**src/rtl/result_readout_seq_pkg.sv**
```systemverilog
// result_readout_seq_pkg: shared widths, core input-mode codes and readout FSM encodings.
package result_readout_seq_pkg;
    localparam int WORD_SIZE        = 16;
    localparam int RAM_ADDR_SIZE    = 8;
    localparam int I_INPUTMODE_SIZE = 3;
    localparam logic [I_INPUTMODE_SIZE-1:0] INPUT_COORD_CORE = 3'd0;
    localparam logic [I_INPUTMODE_SIZE-1:0] REF_RESULT       = 3'd5;
    localparam logic [RAM_ADDR_SIZE-1:0]    RAM_P_BT_0       = 8'h10;
    localparam int RR_NWORDS   = 24;
    localparam int RR_READ_LAT = 3;
    typedef enum logic [2:0] {
        RR_IDLE,
        RR_WAITC,
        RR_ISSUE,
        RR_WAIT,
        RR_CAP,
        RR_STREAM,
        RR_FIN
    } rr_state_e;
endpackage

```
**src/rtl/result_readout_seq_capture_buf.sv**
```systemverilog
// result_capture_buf: snapshot of one result entry, loaded all at once and read word by word.
module result_capture_buf #(
    parameter int NWORDS = 24,
    parameter int WORD_W = 16
) (
    input  logic                     clk,
    input  logic                     cap_en_i,
    input  logic [NWORDS*WORD_W-1:0] data_flat_i,
    input  logic [4:0]               idx_i,
    output logic [WORD_W-1:0]        rd_data_o
);
    logic [WORD_W-1:0] mem_q [NWORDS];

    // No reset: contents are only meaningful after a capture.
    always_ff @(posedge clk) begin
        if (cap_en_i) begin
            for (int i = 0; i < NWORDS; i++) mem_q[i] <= data_flat_i[i*WORD_W +: WORD_W];
        end
    end

    assign rd_data_o = mem_q[idx_i];
endmodule

```
**src/rtl/result_readout_seq.sv**
```systemverilog
// result_readout_seq: reads a run of result RAM entries once the core is idle and streams
// each entry out as 24 words over a valid/ready port.
module result_readout_seq
    import result_readout_seq_pkg::*;
#(
    parameter int WORD_W   = WORD_SIZE,
    parameter int ADDR_W   = RAM_ADDR_SIZE,
    parameter int MODE_W   = I_INPUTMODE_SIZE,
    parameter int NWORDS   = RR_NWORDS,
    parameter int READ_LAT = RR_READ_LAT,
    parameter int CNT_W    = 8
) (
    input  logic                     clk,
    input  logic                     rst,
    input  logic                     start,
    input  logic [ADDR_W-1:0]        base_raddr,
    input  logic [CNT_W-1:0]         num_entries,
    input  logic                     core_busy,
    output logic [MODE_W-1:0]        o_inputmode,
    output logic [ADDR_W-1:0]        o_raddr,
    input  logic [NWORDS*WORD_W-1:0] result_flat,
    output logic                     m_valid,
    input  logic                     m_ready,
    output logic [WORD_W-1:0]        m_data,
    output logic [4:0]               m_idx,
    output logic                     m_last,
    output logic                     busy,
    output logic                     done
);
    localparam int LAT_W = $clog2(READ_LAT) + 1;

    rr_state_e         state_q;
    logic [ADDR_W-1:0] base_q, raddr_q;
    logic [CNT_W-1:0]  cnt_q, k_q;
    logic [LAT_W-1:0]  lat_q;
    logic [4:0]        idx_q;
    logic [MODE_W-1:0] mode_q;
    logic              valid_q, done_q;
    logic              hs, last_word, last_entry;

    assign hs         = valid_q & m_ready;
    assign last_word  = idx_q == 5'(NWORDS - 1);
    assign last_entry = k_q == cnt_q - 1'b1;

    always_ff @(posedge clk) begin
        if (rst) begin
            state_q <= RR_IDLE;
            mode_q  <= MODE_W'(INPUT_COORD_CORE);
            raddr_q <= '0;
            base_q  <= '0;
            cnt_q   <= '0;
            k_q     <= '0;
            lat_q   <= '0;
            idx_q   <= '0;
            valid_q <= 1'b0;
            done_q  <= 1'b0;
        end else begin
            done_q <= 1'b0;
            case (state_q)
                RR_IDLE: if (start) begin
                    base_q  <= base_raddr;
                    cnt_q   <= num_entries;
                    k_q     <= '0;
                    done_q  <= num_entries == '0;
                    state_q <= num_entries == '0 ? RR_FIN : RR_WAITC;
                end
                RR_WAITC: if (!core_busy) state_q <= RR_ISSUE;
                RR_ISSUE: begin
                    mode_q  <= MODE_W'(REF_RESULT);
                    raddr_q <= base_q + ADDR_W'(k_q);
                    lat_q   <= LAT_W'(READ_LAT - 1);
                    state_q <= RR_WAIT;
                end
                RR_WAIT: begin
                    lat_q   <= lat_q - 1'b1;
                    state_q <= lat_q == '0 ? RR_CAP : RR_WAIT;
                end
                RR_CAP: begin
                    idx_q   <= '0;
                    valid_q <= 1'b1;
                    state_q <= RR_STREAM;
                end
                RR_STREAM: if (hs) begin
                    // Next entry goes straight to ISSUE: the core stays idle for the whole run.
                    if (last_word) begin
                        valid_q <= 1'b0;
                        k_q     <= k_q + 1'b1;
                        done_q  <= last_entry;
                        state_q <= last_entry ? RR_FIN : RR_ISSUE;
                    end else begin
                        idx_q <= idx_q + 1'b1;
                    end
                end
                RR_FIN: begin
                    mode_q  <= MODE_W'(INPUT_COORD_CORE);
                    state_q <= RR_IDLE;
                end
                default: state_q <= RR_IDLE;
            endcase
        end
    end

    result_capture_buf #(.NWORDS(NWORDS), .WORD_W(WORD_W)) u_buf (
        .clk         (clk),
        .cap_en_i    (state_q == RR_CAP),
        .data_flat_i (result_flat),
        .idx_i       (idx_q),
        .rd_data_o   (m_data)
    );

    assign o_inputmode = mode_q;
    assign o_raddr     = raddr_q;
    assign m_valid     = valid_q;
    assign m_idx       = idx_q;
    assign m_last      = valid_q & last_word & last_entry;
    assign busy        = state_q != RR_IDLE;
    assign done        = done_q;
endmodule

```
**config.mk**
```make
export PLATFORM = sky130hd
export DESIGN_NAME = result_readout_seq
export DESIGN_NICKNAME = d
export VERILOG_FILES = /design/src/rtl/result_readout_seq_pkg.sv /design/src/rtl/result_readout_seq_capture_buf.sv /design/src/rtl/result_readout_seq.sv
export SDC_FILE = /design/constraint.sdc
export NUM_CORES = 1
export LEC_CHECK = 0
export CAP_MARGIN = 20
export CORE_MARGIN = 5
export CORE_UTILIZATION = 49
export DETAILED_ROUTE_END_ITERATION = 10
export PLACE_DENSITY = 0.83
export SLEW_MARGIN = 10
export SYNTH_ARGS = -nofsm -noshare
export SYNTH_HDL_FRONTEND = slang
export SYNTH_SLANG_ARGS = --single-unit
```
**constraint.sdc**
```tcl
create_clock -name clk -period 11 [get_ports clk]
set_clock_uncertainty 0.05 [all_clocks]
set_input_delay 1.65 -clock clk [delete_from_list [all_inputs] [get_ports clk]]
set_output_delay 1.65 -clock clk [all_outputs]
set_load 0.005 [all_outputs]
```
==> results.yml, run 1 <==
power:
  vdd_drop_max_v: 0.000146
  seqPwrFrac_pct: 50.8
  pwr-share-clk_pct: 34.1
  p_leak_nw: 7.63
  switchingPower_mw: 1.08
  power_density_nw_per_um2: 190
  intPower_mw: 3.38
  switching_share_pct: 24.2
  pwr-share-comb_pct: 15.2
clocking:
  clk_path_buf_depth: 3
  cts_resized: 0
  cts_hold_buf: 0
  post_cts_buffers: 0
  cts-root-buf: "clkbuf_16"
  clk_latency_ns: 0.54
  h-tree-depth: 2
  clock_sinks: 435
  numCtsBuffers: 44
  cts_tree: "done"
  path_clk_slew_ns: 0.06
placed_design:
  place_area_um2: 21900
  portBuffers: 439
  place_congestion: 0.888
  place_inst: 1755
  dp.final_hpwl_um: 34200
setup_path:
  crit_buf_inv: 3
  crit_required_ns: 9.30
  path_cells: "buf_16 -> buf_4 -> mux4_2 -> mux4_2 -> nor2_1 -> a21oi_1 -> clkdlybuf4s50_1"
  slowest_delay_ns: 0.76
  worst_setup_path_start_kind: "register"
  cp_top_family: "buffers and inverters"
  crit_path_max_fanout: 47
  path_common_cell: "mux4_2"
  path_class: "reg -> out"
  worst_path_max_delay_cell: "buf_4"
  crit_arrival_ns: 4.15
  cp-end-kind: "primary output"
route:
  route.vias.total: 10300
  finalWirelength_um: 49000
  drc: 0
  drt_iter0_markers: 789
  final_antenna_net_count: 0
  vias_per_cell: 5.54
  wl_per_cell_um: 26.4
  drtPass1Iterations: 5
grt:
  grt_max_degree: 200
  overflow: 0
  first_global_vias: 10900
  antenna_found_initial: 23
  grt_pass1_wl_um: 69800
  grt_usage_pct: 24.6
layout:
  regArea_um2: 12600
  final_cell_mix: "clkdlybuf4s50_1 (439), edfxtp_1 (384), mux4_2 (112), nand2_1 (59), nor2_1 (48)"
  drive_above_1_share_pct: 13.4
  final_common_cell: "clkdlybuf4s50_1"
  stdcell_count: 1857
  fin_util_pct: 68.1
  multiInputGateArea_um2: 4250
  fin_area_um2: 23500
  num-nets-final: 1766
  fillCellCount: 2175
  area_growth_pct: 37.4
sta:
  period_needed_ns: 5.85
  tightest_slew_ns: 1.08
  maxSlewViolCount: 0
  setup_viol: 0
  rsz0062_at_grt: "false"
  slew_headroom_pct: 27.9
  setup_tns_ns: 0
  hold_viol_final: 0
  fmax_ghz: 0.171
  finalCritPeriodShare_pct: 53.2
logic_synthesis:
  synth.area.top_cells: "edfxtp_1 (68%), mux4_2 (15%), dfxtp_1 (6.0%)"
  synth_cell_types: 47
  synth_warnings: 0
  synth_top_area_share_pct: 67.5
  synth_ff_type: "edfxtp_1"
  synth_edf_count: 384
  synthArstFlopShare_pct: 0
  synth_top_area_cell: "edfxtp_1"
  syn-cell-area_um2: 17100
  syn_inst: 899
  ys_seq_area_share_pct: 73.5
  synth_nets: 1317
  syn_area_per_cell_um2: 19.0
  ys_ff_latch: 435
floorplan:
  dieHeight_um: 197
  num_rows: 68
  coreArea_um2: 34500
  dieArea_um2: 38700
  ios: 441
  initial_core_util_pct: 49.6
  dieWidth_um: 197
status:
  status: "complete, no violations"
min_path:
  timing.hold.worst.class: "reg -> reg"
run:
  drv_cap: 0
## routing by layer
| layer | vias up | GRT usage (%) | routed length [µm] |
|---|---|---|---|
| met5 | - | 0 | 100 |
| met4 | 16 | 9.09 | 1430 |
| met3 | 101 | 9.90 | 5610 |
| met2 | 524 | 41.9 | 25200 |
| met1 | 5122 | 28.2 | 16700 |
| li1 | 4519 | - | - |
## state kept, by name, summed over array words and instances, names as in the netlist, named ones only
name,count
u_buf.mem_q,384
base_q,8
cnt_q,8
k_q,8
o_raddr,8
m_idx,5
lat_q,3
state_q,3
done,1
m_valid,1
o_inputmode,1
## cell families after synthesis
group / count (synthesis) / share of synthesized area, %
adder cells (fa/ha/maj): 13 / 0.996
flip-flops: 435 / 73.5
AND/OR/NAND/NOR: 156 / 4.12
XOR/XNOR: 27 / 1.38
multiplexers: 129 / 15.8
AO/OA/AOI/OAI: 77 / 2.56
other: 1 / 0.0220
buffers and inverters: 61 / 1.66
## cells in the mapped netlist, types with 2 or more instances
cell type,count
nand3_1,7
nor2_1,48
and3_1,4
nand4_1,5
a21oi_1,47
ha_1,12
nor3b_1,5
xnor2_1,11
o21ai_0,11
buf_1,4
nand2_1,59
dfxtp_1,51
and2_1,2
inv_1,16
edfxtp_1,384
nor4_1,2
mux4_2,112
buf_2,14
or4_1,2
nor2b_1,2
nand2b_1,3
buf_8,2
xor2_1,16
a221oi_1,2
and4_1,2
o211ai_1,2
clkbuf_1,22
nor3_1,11
a211oi_1,5
mux2i_1,17
buf_4,2
or3_1,2
## layout make-up
| type | instances | area share (%) |
|---|---|---|
| multi-input combinational | 403 | 18.1 |
| inverter | 16 | 0.288 |
| timing repair buffer | 448 | 19.2 |
| clock inverter | 23 | 1.25 |
| antenna | 19 | 0.203 |
| sequential | 435 | 53.5 |
| clock buffer | 58 | 4.96 |
| tap | 455 | 2.43 |
## worst register-to-register path, stage by stage, from the launching register on
cell,delay [ns]
dfxtp_1,0.44
nor2_1,0.17
nand2_1,0.18
inv_8,0.54
buf_4,0.99
## stage by stage
stage               power (mW)  worst slack [ns]  hold slack [ns]
finish                    4.46              5.15            0.406
global route              4.64              4.77            0.447
CTS                       4.49              4.77            0.408
detailed placement        2.97              5.36            0.394
global placement          2.93              5.40            0.392
floorplan                 2.77              2.10            0.391
## power groups by stage
stage          combinational [mW]  clock [mW]  sequential [mW]
3_3_place_gp                0.651           0             2.28
3_5_place_dp                0.672           0             2.29
6_report                    0.676        1.52             2.27
2_1_floorplan               0.386           0             2.39
4_1_cts                     0.679        1.55             2.26
5_1_grt                     0.731        1.63             2.28
## path summary, 6_finish.rpt
path,startpoint,endpoint,slack [ns],cells past startpoint
worst max-delay path,register,m_data[3],5.15,7
worst min-delay path,o_raddr[2]$_SDFFE_PP0P_,o_raddr[2]$_SDFFE_PP0P_,0.41,2
worst max register to register,state_q[1]$_SDFFE_PP0P_,u_buf.mem_q[20][9]$_DFFE_PP_,8.20,4
worst min register to register,o_raddr[2]$_SDFFE_PP0P_,o_raddr[2]$_SDFFE_PP0P_,0.41,2
Note: power is estimated with default switching activity, not from simulation.
==> inputs of run 2 (changes only) <==
--- a/config.mk
+++ b/config.mk
@@ -7,9 +7,9 @@
 export LEC_CHECK = 0
 export CAP_MARGIN = 20
 export CORE_MARGIN = 5
-export CORE_UTILIZATION = 49
+export CORE_UTILIZATION = 44
 export DETAILED_ROUTE_END_ITERATION = 10
-export PLACE_DENSITY = 0.83
+export PLACE_DENSITY = 0.79
 export SLEW_MARGIN = 10
 export SYNTH_ARGS = -nofsm -noshare
 export SYNTH_HDL_FRONTEND = slang
==> constraint.sdc (replaced) <==
create_clock -name clk -period 4.8 [get_ports clk]
set_clock_uncertainty 0.05 [all_clocks]
set_input_delay 0.72 -clock clk [delete_from_list [all_inputs] [get_ports clk]]
set_output_delay 0.72 -clock clk [all_outputs]
set_load 0.005 [all_outputs]
==> run 2 against run 1 <==
Effect of this change:
- clock-buffer cell count is 1 higher
- largest power group unchanged
- hold slack improved by 0.00069 ns
- final cell count increased by 3.5%
- utilization down 7.1 points
- clock power up 120%
- sequential power is 130% higher
- first-iteration DRC count up 16%
- cell area grew 0.22%
- largest cell class unchanged
- register-to-register slack got worse by 5.8 ns
- sequential share of layout area shrank 0.11 points
- power is 130% higher
- global-route usage is 3.4 points lower
==> results.yml, run 2 (synthesis gave the netlist of run 1 again) <==
status:
  status: "complete, no violations"
clocking:
  clk_path_buf_depth: 3
  cts-root-buf: "clkbuf_16"
  cts_resized: 0
  post_cts_buffers: 0
  cts_hold_buf: 0
  h-tree-depth: 2
  path_clk_slew_ns: 0.06
  numCtsBuffers: 46
  clock_sinks: 435
  clk_latency_ns: 0.57
  cts_tree: "done"
setup_path:
  slowest_delay_ns: 0.77
  path_class: "reg -> out"
  crit_buf_inv: 2
  worst_path_max_delay_cell: "dfxtp_4"
  rrSetupSlack_ns: 2.40
  timing.rr.start: "k_q[0]$_SDFFE_PP0P_"
  r2r_cells: 9
  worst_setup_path_start_kind: "register"
  cp.depth: 6
  r2r_end: "o_raddr[6]$_SDFFE_PP0P_"
  endpoint: "m_data[10]"
  cp-end-kind: "primary output"
  path_common_cell: "mux4_2"
  crit_path_max_fanout: 29
  crit_required_ns: 4.03
  cp_top_family: "multiplexers"
  crit_arrival_ns: 3.56
  path_cells: "buf_4 -> mux4_2 -> mux4_2 -> nor2_1 -> a21oi_1 -> clkdlybuf4s50_1"
floorplan:
  num_rows: 72
  dieHeight_um: 207
  coreArea_um2: 38600
  ios: 441
  dieArea_um2: 42900
  initial_core_util_pct: 44.3
  dieWidth_um: 207
sta:
  tightest_slew_ns: 0.943
  slew_headroom_pct: 37.1
  finalCritPeriodShare_pct: 90.2
  rsz0062_at_grt: "false"
  hold_viol_final: 0
  maxSlewViolCount: 0
  period_needed_ns: 4.33
  fmax_ghz: 0.231
  setup_viol: 0
layout:
  final_cell_mix: "clkdlybuf4s50_1 (439), edfxtp_1 (384), mux4_2 (112), nand2_1 (58)"
  stdcell_count: 1922
  area_growth_pct: 37.7
  regMostFlops: "u_buf.mem_q"
  num-nets-final: 1774
  largest_register_ffs: 384
  final_common_cell: "clkdlybuf4s50_1"
  drive_above_1_share_pct: 14.2
grt:
  first_global_vias: 10800
  grt_pass1_wl_um: 67900
  antenna_found_initial: 17
  grt_usage_pct: 21.1
  overflow: 0
  grt_max_degree: 142
route:
  vias_per_cell: 5.35
  final_antenna_net_count: 0
  wl_per_cell_um: 24.2
  finalWirelength_um: 46500
  drtPass1Iterations: 5
  drt_iter0_markers: 915
  route.vias.total: 10300
  drc: 0
power:
  p_total_mw: 10.0
  vdd_drop_max_v: 0.000286
  power_density_nw_per_um2: 427
  p_leak_nw: 7.62
min_path:
  hp-start: "o_raddr[3]$_SDFFE_PP0P_"
  timing.hold.worst.class: "reg -> reg"
run:
  drv_cap: 0
placed_design:
  portBuffers: 439
  place_inst: 1826
  dp.final_hpwl_um: 33500
  place_congestion: 0.872
run 2: cell count changes in the layout (fill, tap and decap cells not counted), moves of 3 or more:
cell and change:
clkinv_2 +3, diode_2 -7, bufinv_16 -6, buf_12 +5
buf_4 +3
run 2: worst min-delay path by stage:
stage                               to  slack, ns  depth (start not counted)
2_1_floorplan   base_q[0]$_SDFFE_PP0P_       0.39                          2
3_3_place_gp   o_raddr[5]$_SDFFE_PP0P_       0.39                          2
3_5_place_dp   o_raddr[3]$_SDFFE_PP0P_       0.40                          2
4_1_cts        o_raddr[3]$_SDFFE_PP0P_       0.41                          2
5_1_grt        o_raddr[3]$_SDFFE_PP0P_       0.44                          2
6_report       o_raddr[3]$_SDFFE_PP0P_       0.41                          2
run 2: cell type report:
class                      count  area [µm²]
inverter                      16        63.8
multi-input combinational    403        4260
antenna                       12        30.0
tap                          518         648
clock inverter                25         161
timing repair buffer         454        4580
sequential                   435       12600
fill                        2885       15000
clock buffer                  59        1210
run 2: stage by stage:
| stage | cell area (µm²) | util [%] | hold slack [ns] | setup TNS (ns) | setup slack [ns] |
|---|---|---|---|---|---|
| 2_1_floorplan | 17100 | - | 0.391 | -773.04 | -2.01 |
| 3_3_place_gp | 22100 | 57.4 | 0.391 | 0 | 1.02 |
| 3_5_place_dp | 22100 | 57.4 | 0.397 | 0 | 0.957 |
| 4_1_cts | 23500 | 60.9 | 0.405 | 0 | 0.345 |
| 5_1_grt | 23500 | 61.0 | 0.437 | 0 | 0.210 |
| 6_report | 23500 | 61.0 | 0.407 | 0 | 0.468 |
run 2: report_power, final:
part / internal, mW / total, mW / leakage (nW) / switching [mW]
sequential: 4.95 / 5.20 / 3.93 / 0.248
combinational: 0.740 / 1.57 / 3.02 / 0.831
clock: 1.84 / 3.27 / 0.671 / 1.43
total: 7.53 / 10.0 / 7.62 / 2.51
run 2: worst min-delay path, cell delays in order, from the launching register on:
cell and delay (ns):
dfxtp_1 0.31, nand2_1 0.05, a21oi_1 0.05
run 2: routing by layer:
layer  track usage [%]  share of wire, %  vias to the layer above
li1                  -                 -                     4526
met1              26.7                38                     5122
met2              34.0                49                      527
met3              8.00               9.9                       93
met4              7.05               2.7                       12
met5                 0              0.16                        -
